===== src/rtl/async_multi_param.sv =====
// Parametrised multi-byte UART transmitter: sends 1..MAX_BYTES bytes back-to-back
// with configurable parity, stop bits and inter-byte idle gap.
module async_multi_param #(
    parameter int CLK_FREQ  = 100_000_000,
    parameter int BAUD      = 115_200,
    parameter int MAX_BYTES = 8,
    parameter int PARITY    = 0,
    parameter int STOP_BITS = 1,
    parameter int GAP_BITS  = 0
) (
    input  logic                           clk,
    input  logic                           rst,
    input  logic                           TxD_start,
    input  logic [$clog2(MAX_BYTES+1)-1:0] TxD_bytes,
    input  logic [8*MAX_BYTES-1:0]         TxD_data,
    output logic                           TxD,
    output logic                           busy,
    output logic                           done
);

    localparam int CLKS_PER_BIT = CLK_FREQ / BAUD;
    localparam int CNT_W        = $clog2(CLKS_PER_BIT);
    localparam int BYTES_W      = $clog2(MAX_BYTES + 1);

    localparam logic [CNT_W-1:0]   TIMER_LAST = CNT_W'(CLKS_PER_BIT - 1);
    localparam logic [3:0]         STOP_LAST  = 4'(STOP_BITS - 1);
    localparam logic [3:0]         GAP_LAST   = 4'((GAP_BITS > 0) ? GAP_BITS - 1 : 0);
    localparam logic [BYTES_W-1:0] BYTES_MAX  = BYTES_W'(MAX_BYTES);

    typedef enum logic [2:0] {
        IDLE,
        START,
        DATA,
        PARITY_BIT,
        STOP,
        GAP
    } StateType;

    StateType               state, stateNext;
    logic [CNT_W-1:0]       bitTimer, bitTimerNext;
    logic [3:0]             bitCnt, bitCntNext;
    logic [BYTES_W-1:0]     bytesLeft, bytesLeftNext;
    logic [8*MAX_BYTES-1:0] shiftData, shiftDataNext;
    logic                   txdNext, busyNext, doneNext;

    logic       bitTick;
    logic [7:0] curByte;
    logic       parityBit;

    assign bitTick   = (bitTimer == TIMER_LAST);
    assign curByte   = shiftData[7:0];
    assign parityBit = (PARITY == 2) ? ~(^curByte) : (^curByte);

    always_ff @(posedge clk) begin
        if (rst) begin
            state     <= IDLE;
            bitTimer  <= '0;
            bitCnt    <= '0;
            bytesLeft <= '0;
            shiftData <= '0;
            TxD       <= 1'b1;
            busy      <= 1'b0;
            done      <= 1'b0;
        end else begin
            state     <= stateNext;
            bitTimer  <= bitTimerNext;
            bitCnt    <= bitCntNext;
            bytesLeft <= bytesLeftNext;
            shiftData <= shiftDataNext;
            TxD       <= txdNext;
            busy      <= busyNext;
            done      <= doneNext;
        end
    end

    // Every line state lasts one full bit period; all transitions happen on bitTick
    // and drive the next line level so TxD stays a clean registered output.
    always_comb begin
        stateNext     = state;
        bitTimerNext  = bitTimer;
        bitCntNext    = bitCnt;
        bytesLeftNext = bytesLeft;
        shiftDataNext = shiftData;
        txdNext       = TxD;
        busyNext      = busy;
        doneNext      = 1'b0;

        if (state != IDLE) begin
            bitTimerNext = bitTick ? '0 : bitTimer + 1'b1;
        end

        case (state)
            IDLE: begin
                txdNext = 1'b1;
                if (TxD_start && (TxD_bytes != '0)) begin
                    stateNext     = START;
                    shiftDataNext = TxD_data;
                    bytesLeftNext = (TxD_bytes > BYTES_MAX) ? BYTES_MAX : TxD_bytes;
                    bitTimerNext  = '0;
                    bitCntNext    = '0;
                    busyNext      = 1'b1;
                    txdNext       = 1'b0;
                end
            end
            START: begin
                if (bitTick) begin
                    stateNext  = DATA;
                    bitCntNext = '0;
                    txdNext    = curByte[0];
                end
            end
            DATA: begin
                if (bitTick) begin
                    if (bitCnt == 4'd7) begin
                        bitCntNext = '0;
                        if (PARITY != 0) begin
                            stateNext = PARITY_BIT;
                            txdNext   = parityBit;
                        end else begin
                            stateNext = STOP;
                            txdNext   = 1'b1;
                        end
                    end else begin
                        bitCntNext = bitCnt + 1'b1;
                        txdNext    = curByte[3'(bitCnt + 1'b1)];
                    end
                end
            end
            PARITY_BIT: begin
                if (bitTick) begin
                    stateNext  = STOP;
                    bitCntNext = '0;
                    txdNext    = 1'b1;
                end
            end
            STOP: begin
                if (bitTick) begin
                    if (bitCnt == STOP_LAST) begin
                        bitCntNext = '0;
                        if (bytesLeft == BYTES_W'(1)) begin
                            stateNext     = IDLE;
                            bytesLeftNext = '0;
                            busyNext      = 1'b0;
                            doneNext      = 1'b1;
                            txdNext       = 1'b1;
                        end else if (GAP_BITS > 0) begin
                            stateNext = GAP;
                            txdNext   = 1'b1;
                        end else begin
                            stateNext     = START;
                            bytesLeftNext = bytesLeft - 1'b1;
                            shiftDataNext = shiftData >> 8;
                            txdNext       = 1'b0;
                        end
                    end else begin
                        bitCntNext = bitCnt + 1'b1;
                    end
                end
            end
            GAP: begin
                if (bitTick) begin
                    if (bitCnt == GAP_LAST) begin
                        stateNext     = START;
                        bitCntNext    = '0;
                        bytesLeftNext = bytesLeft - 1'b1;
                        shiftDataNext = shiftData >> 8;
                        txdNext       = 1'b0;
                    end else begin
                        bitCntNext = bitCnt + 1'b1;
                    end
                end
            end
            default: begin
                stateNext = IDLE;
                busyNext  = 1'b0;
                txdNext   = 1'b1;
            end
        endcase
    end

endmodule


===== config.mk =====
export PLATFORM = sky130hd
export DESIGN_NAME = async_multi_param
export DESIGN_NICKNAME = d
export VERILOG_FILES = /design/src/rtl/async_multi_param.sv
export SDC_FILE = /design/constraint.sdc
export NUM_CORES = 1
export LEC_CHECK = 0
export BUFFER_PORTS_ARGS = -buffer_cell sky130_fd_sc_hd__clkbuf_2
export CORE_ASPECT_RATIO = 0.5
export CORE_MARGIN = 2
export CORE_UTILIZATION = 55
export CTS_BUF_LIST = sky130_fd_sc_hd__clkbuf_4 sky130_fd_sc_hd__clkbuf_8 sky130_fd_sc_hd__clkbuf_16
export DETAILED_ROUTE_END_ITERATION = 16
export PLACE_DENSITY = 0.87
export REMOVE_ABC_BUFFERS = 1
export SYNTH_ARGS = -nofsm -noshare
export SYNTH_HDL_FRONTEND = slang
export SYNTH_SLANG_ARGS = --single-unit

===== constraint.sdc =====
create_clock -name clk -period 6.8 [get_ports clk]
set_clock_uncertainty 0.05 [all_clocks]
set_input_delay 0.68 -clock clk [delete_from_list [all_inputs] [get_ports clk]]
set_output_delay 0.68 -clock clk [all_outputs]
set_load 0.05 [all_outputs]

**After elaboration in Yosys (flattened, before gate mapping)**

Cells that the tools add are included.

- Bits in registers: 88
- Bits in latches: 0
- Memory bits (writable): 0
- ROM bits: 0
- Output and inout port bits: 3
- Word-level logic and storage cells: 110
- Memories: 0

- Add/subtract/negate cells: 3
- Multipliers: 0
- Divide/modulo/power cells: 0
- Magnitude comparators: 2
- Equal/unequal tests: 21
- Shifts and indexed selects: 0
- Muxes and demuxes: 55
- Bitwise operators: 4
- Reduce and logical (&&, ||, !) cells: 17

Operators by type and width:

| kind | number |
|---|---|
| $mux 64 | 6 |
| $pmux 64 s3 | 1 |
| $mux 4 | 13 |
| $mux 10 | 4 |
| $mux 3 | 9 |
| $ne 2x2->1 const B | 11 |
| $pmux 3 s6 | 1 |
| $mux 1 | 16 |
| $pmux 4 s4 | 1 |
| $reduce_and 7->1 | 2 |
| $pmux 4 s3 | 1 |
| $add 10x1->10 const B | 1 |
| $eq 10x10->1 const B | 1 |
| $reduce_and 5->1 | 2 |
| $reduce_and 9->1 | 1 |
| $reduce_bool 4->1 | 2 |
| $reduce_or 4->1 | 2 |
| $eq 3x2->1 const B | 2 |
| $eq 3x3->1 const B | 2 |
| $pmux 1 s6 | 1 |
| $reduce_and 6->1 | 1 |
| $reduce_bool 3->1 | 2 |
| $add 4x1->4 const B | 1 |
| $eq 4x1->1 const B | 1 |
| other kinds (13) | 18 |

**Logic depth before layout (Yosys ltp)**

- Depth after elaboration: 6
- Gate-level depth with buffers: 10
- Depth with buffers taken out: 7

**Least setup slack after synthesis**

OpenSTA, ideal clock, no wires.

- Path type: register -> register
- Start: reg bitCnt[0]
- End: reg shiftData[10]
- Arrival: 2.141 ns
- Data required time: 6.662 ns
- Setup slack: 4.520 ns
- Cell stages (with the launch flop): 10
- Period minus slack after synthesis: 2.280 ns
- Path through: dfxtp_1 > inv_1 > ha_1 > or3b_1 > nand4b_4 > a2111oi_4 > buf_6 > buf_4 > nor2_1 > a311oi_2

- Cells in the longest elaborated chain, start to end: 3

Ends and longest elaborated chain:

| element | line | RTL |
|---|---|---|
| from (decl) | 41 | `logic [3:0] bitCnt, bitCntNext;` |
| from (signal assigned) | 67 | `bitCnt <= bitCntNext;` |
| $logic_not 4->1 (*) | 138, 162 |  |
| $ne 2x2->1 (no line) | - |  |
| $reduce_and 7->1 (no line) (*) | - |  |
| to (signal assigned) | 69 | `shiftData <= shiftDataNext;` |
| to (decl) | 43 | `logic [8*MAX_BYTES-1:0] shiftData, shiftDataNext;` |

Every way passes the cells marked *; elsewhere a longest branch is shown, timed or not.
A chain may end at the register's enable or synchronous reset.

**Worst setup path in the final report**

- Start: reg bitCnt[0]
- End: reg shiftData[47]

The elaborated chain is that of the path after synthesis.

==> results by group <==
Synthesis
  – Mapped cell area: 0.004318 mm²
  – Top FF cell, synth: dfxtp_1
  – Top cells by area, synth: dfxtp_1, nand2_1, a311oi_1
  – Mean area per synthesized cell: between 8 and 9 µm²
  – Post-synthesis sequential area ratio: 0.4080
  – Ys Warns: 0
  – Syn Inst Count: 529
  – Async SR Flop Fraction: 0
  – Number of flops mapped to enable cells by yosys: 0
  – Post-synth top area share: 0.4080
  – Largest area contributor in the netlist: dfxtp_1
  – Synthesis-stage register bit count: 88
  – Netlist cell types: roughly 50

Setup path
  – Crit path cell chain: inv_1, ha_1, or3b_1, nand4b_4, a2111oi_4, buf_4, nor2_1, a311oi_1
  – WP buf/inv: 2
  – Worst stage delay on the critical path: around 1.1 ns
  – Worst path top cell family by delay: compound AO/OA/AOI/OAI gates
  – Worst Path Required: 6.99 ns
  – Critical Path Fanout Max: around 110
  – Reg2Reg Setup Slack: 3.04 ns
  – Critical path class: flop to flop
  – CP Data Arrival Time: 3.96 ns
  – CP Launch Type: flop
  – CP max stage cell: a2111oi_4
  – Crit end category: flop

Timing
  – Max-Slew Margin vs Limit: 0.2123
  – Setup violators final: 0
  – Slew Viols, Final: 0
  – F_max: 265.6 MHz
  – RSZ-0062 raised after global routing: no
  – Final Cycle Share: 0.5537
  – TNS Setup: 0 ns
  – Fin crit period: approximately 3.8 ns
  – Slew @ Worst Pin: around 1.2 ns
  – Hold Vio Cnt, Final: 0

Clocking
  – CTS resizes: 0
  – Worst skew pair latency: approximately 0.34 ns
  – Post-CTS Setup Bufs: 0
  – H-tree lvl count: 3
  – Clock root cell: clkbuf_16
  – CTS sink cnt: 88
  – Longest Clk Path Bufs: 2
  – TritonCTS clock tree: yes
  – Hold buffers post-CTS: 0
  – Cts bufs inserted: 9
  – Worst-path clk slew: approximately 0.06 ns

Run status
  – Status: completed

Route
  – Drt initial violations: 401
  – Mean number of vias per cell: roughly 5.6
  – Residual DRC: 0
  – Routed WL: slightly below 9 mm
  – Drt wl/cell: approximately 13 µm
  – Routed Antenna Nets: 0
  – Detailed-route via count: 3815
  – 1st-pass router iterations: 4

Finish
  – Finished Layout Cells: 686
  – Fillers: just under 600
  – Fin nets: 649
  – Antenna cells: 0
  – Area Overhead vs Synth: 14.84%
  – Share of layout cells above drive strength 1: 0.1972

Power and ir drop
  – Pwr Density: approximately 260 mW/mm²
  – Maximum vdd drop: about 0.13 mV
  – P_leak: ~0.002 µW

Run
  – Max-Cap Viols: 0

Floorplan
  – I/O pins: 74
  – Rows: 22
  – Starting Density: 0.5788
  – Total Die Area: ~0.0086 mm²
  – Die height: between 60 and 70 µm
  – Chip Width: around 130 µm
  – Core area: 0.007460 mm²

Global routing
  – Number of global-route vias before repair: roughly 3400
  – Global-route wire length before repair: around 15 mm
  – Aggregate global-route resource usage: 0.2173
  – Grt total ovfl: 0
  – Initial antenna violation count: 0
  – M2 GR Usage: 0.3684
  – Most Crowded Layer GR: met2
  – M1 GR Usage: 0.2616
  – Largest net degree at the start of global routing: ~110
  – GR Layer Usage met3: 0.06747

Place
  – GP Congestion: between 0.8 and 0.9
  – Placed cell count: 670
  – Detailed placer's ending HPWL: approximately 5.6 mm
  – IO buf count: 73

Hold path
  – Worst hold path class: flop to flop
-- cells in the final DEF (no fill, tap or decap), types with 2 or more instances in the layout --
cell type    n
xnor2_1      4
a41oi_1      4
mux2i_1      3
nand2b_1    11
mux4_2       2
bufinv_16    2
nand3b_1     4
nor3_1       9
a211oi_1     5
clkbuf_2    72
or3b_2       2
a311oi_2    10
a2111oi_0    2
and3_1       5
inv_1        7
nand2_1    126
ha_1         5
buf_4        3
and2_1       2
o21ai_0      6
clkbuf_16    9
a311oi_1    51
o211a_1      2
nor4_1       4
a21oi_1     21
nand3_1     13
nor2_1      76
dfxtp_1     88
-- tightest hold or removal path, stage by stage (launching register included) --
cell      delay, ns
dfxtp_1        0.31
nand2b_1       0.06
a21oi_1        0.05
-- per-layer routing --
metal	vias to the layer above	part of all wire
met5	-	0
li1	1985	-
met2	66	0.48
met4	0	0.016
met1	1751	0.47
met3	13	0.039
-- worst paths after layout --
path | startpoint | to | cells past startpoint
max | bitCnt[0] | shiftData[47] | 8
min | shiftData[63] | shiftData[63] | 2
max reg2reg | bitCnt[0] | shiftData[47] | 8
min reg2reg | shiftData[63] | shiftData[63] | 2
-- Yosys cell counts (2+ instances only) --
master     count
a2111oi_0      2
a211oi_1       5
a21oi_1       21
a311oi_1      51
a311oi_2      10
a41oi_1        4
and2_1         2
and3_1         5
buf_1          2
buf_2          6
buf_4          2
buf_6          6
clkbuf_1      27
dfxtp_1       88
ha_1           5
inv_1          7
mux2i_1        3
mux4_2         2
nand2_1      127
nand2b_1      11
nand3_1       13
nand3b_1       4
nor2_1        76
nor2b_1        2
nor3_1         9
nor4_1         4
o211a_1        2
o21ai_0        6
or3b_2         2
xnor2_1        4
-- cell families (layout without fill, tap and decap cells) --
logic type / after synthesis / in the layout / share of synthesized area
AOI/OAI and AO/OA: 115 / 115 / 0.2275
DFF: 88 / 88 / 0.4080
muxes: 5 / 5 / 0.01739
adders and majority gates: 5 / 5 / 0.01449
and+or+nand+nor: 262 / 262 / 0.2672
xor gates and xnor gates: 4 / 4 / 0.008113
buffers and inverters: 50 / 99 / 0.05738
-- where the power goes --
group          total [µW]  internal (µW)  switching (µW)
clock                 537            333             204
combinational         183           78.6             105
sequential            592            563            28.8
-- sequential cells by signal, summed over array words and instances, names as in the netlist --
register	count
state	3
TxD	1
bytesLeft	4
shiftData	64
done	1
busy	1
bitCnt	4
bitTimer	10
-- metrics by stage --
stage,hold WS [ns],instance area [µm²],total power [µW],util,worst slack [ns]
after floorplan,0.3903,4096,731.3,-,1.428
after global placement,0.4050,4629,777.2,0.6206,3.216
after detailed placement,0.4077,4629,785.3,0.6206,3.069
after CTS,0.4191,4959,1319,0.6647,3.020
after global routing,0.4316,4959,1376,0.6647,2.666
final,0.4187,4959,1312,0.6647,3.035
-- cell type report --
| cell class | instances | area, µm² | share of cell area |
|---|---|---|---|
| clock inverter | 6 | 90.09 | 0.01817 |
| clock buffer | 10 | 239.0 | 0.04820 |
| tap | 108 | 135.1 | 0.02725 |
| inverter | 7 | 26.28 | 0.005299 |
| timing repair buffer | 76 | 387.9 | 0.07822 |
| multi-input combinational | 391 | 2318 | 0.4676 |
| sequential | 88 | 1762 | 0.3553 |
No activity file was read; power rests on OpenSTA's default activity.
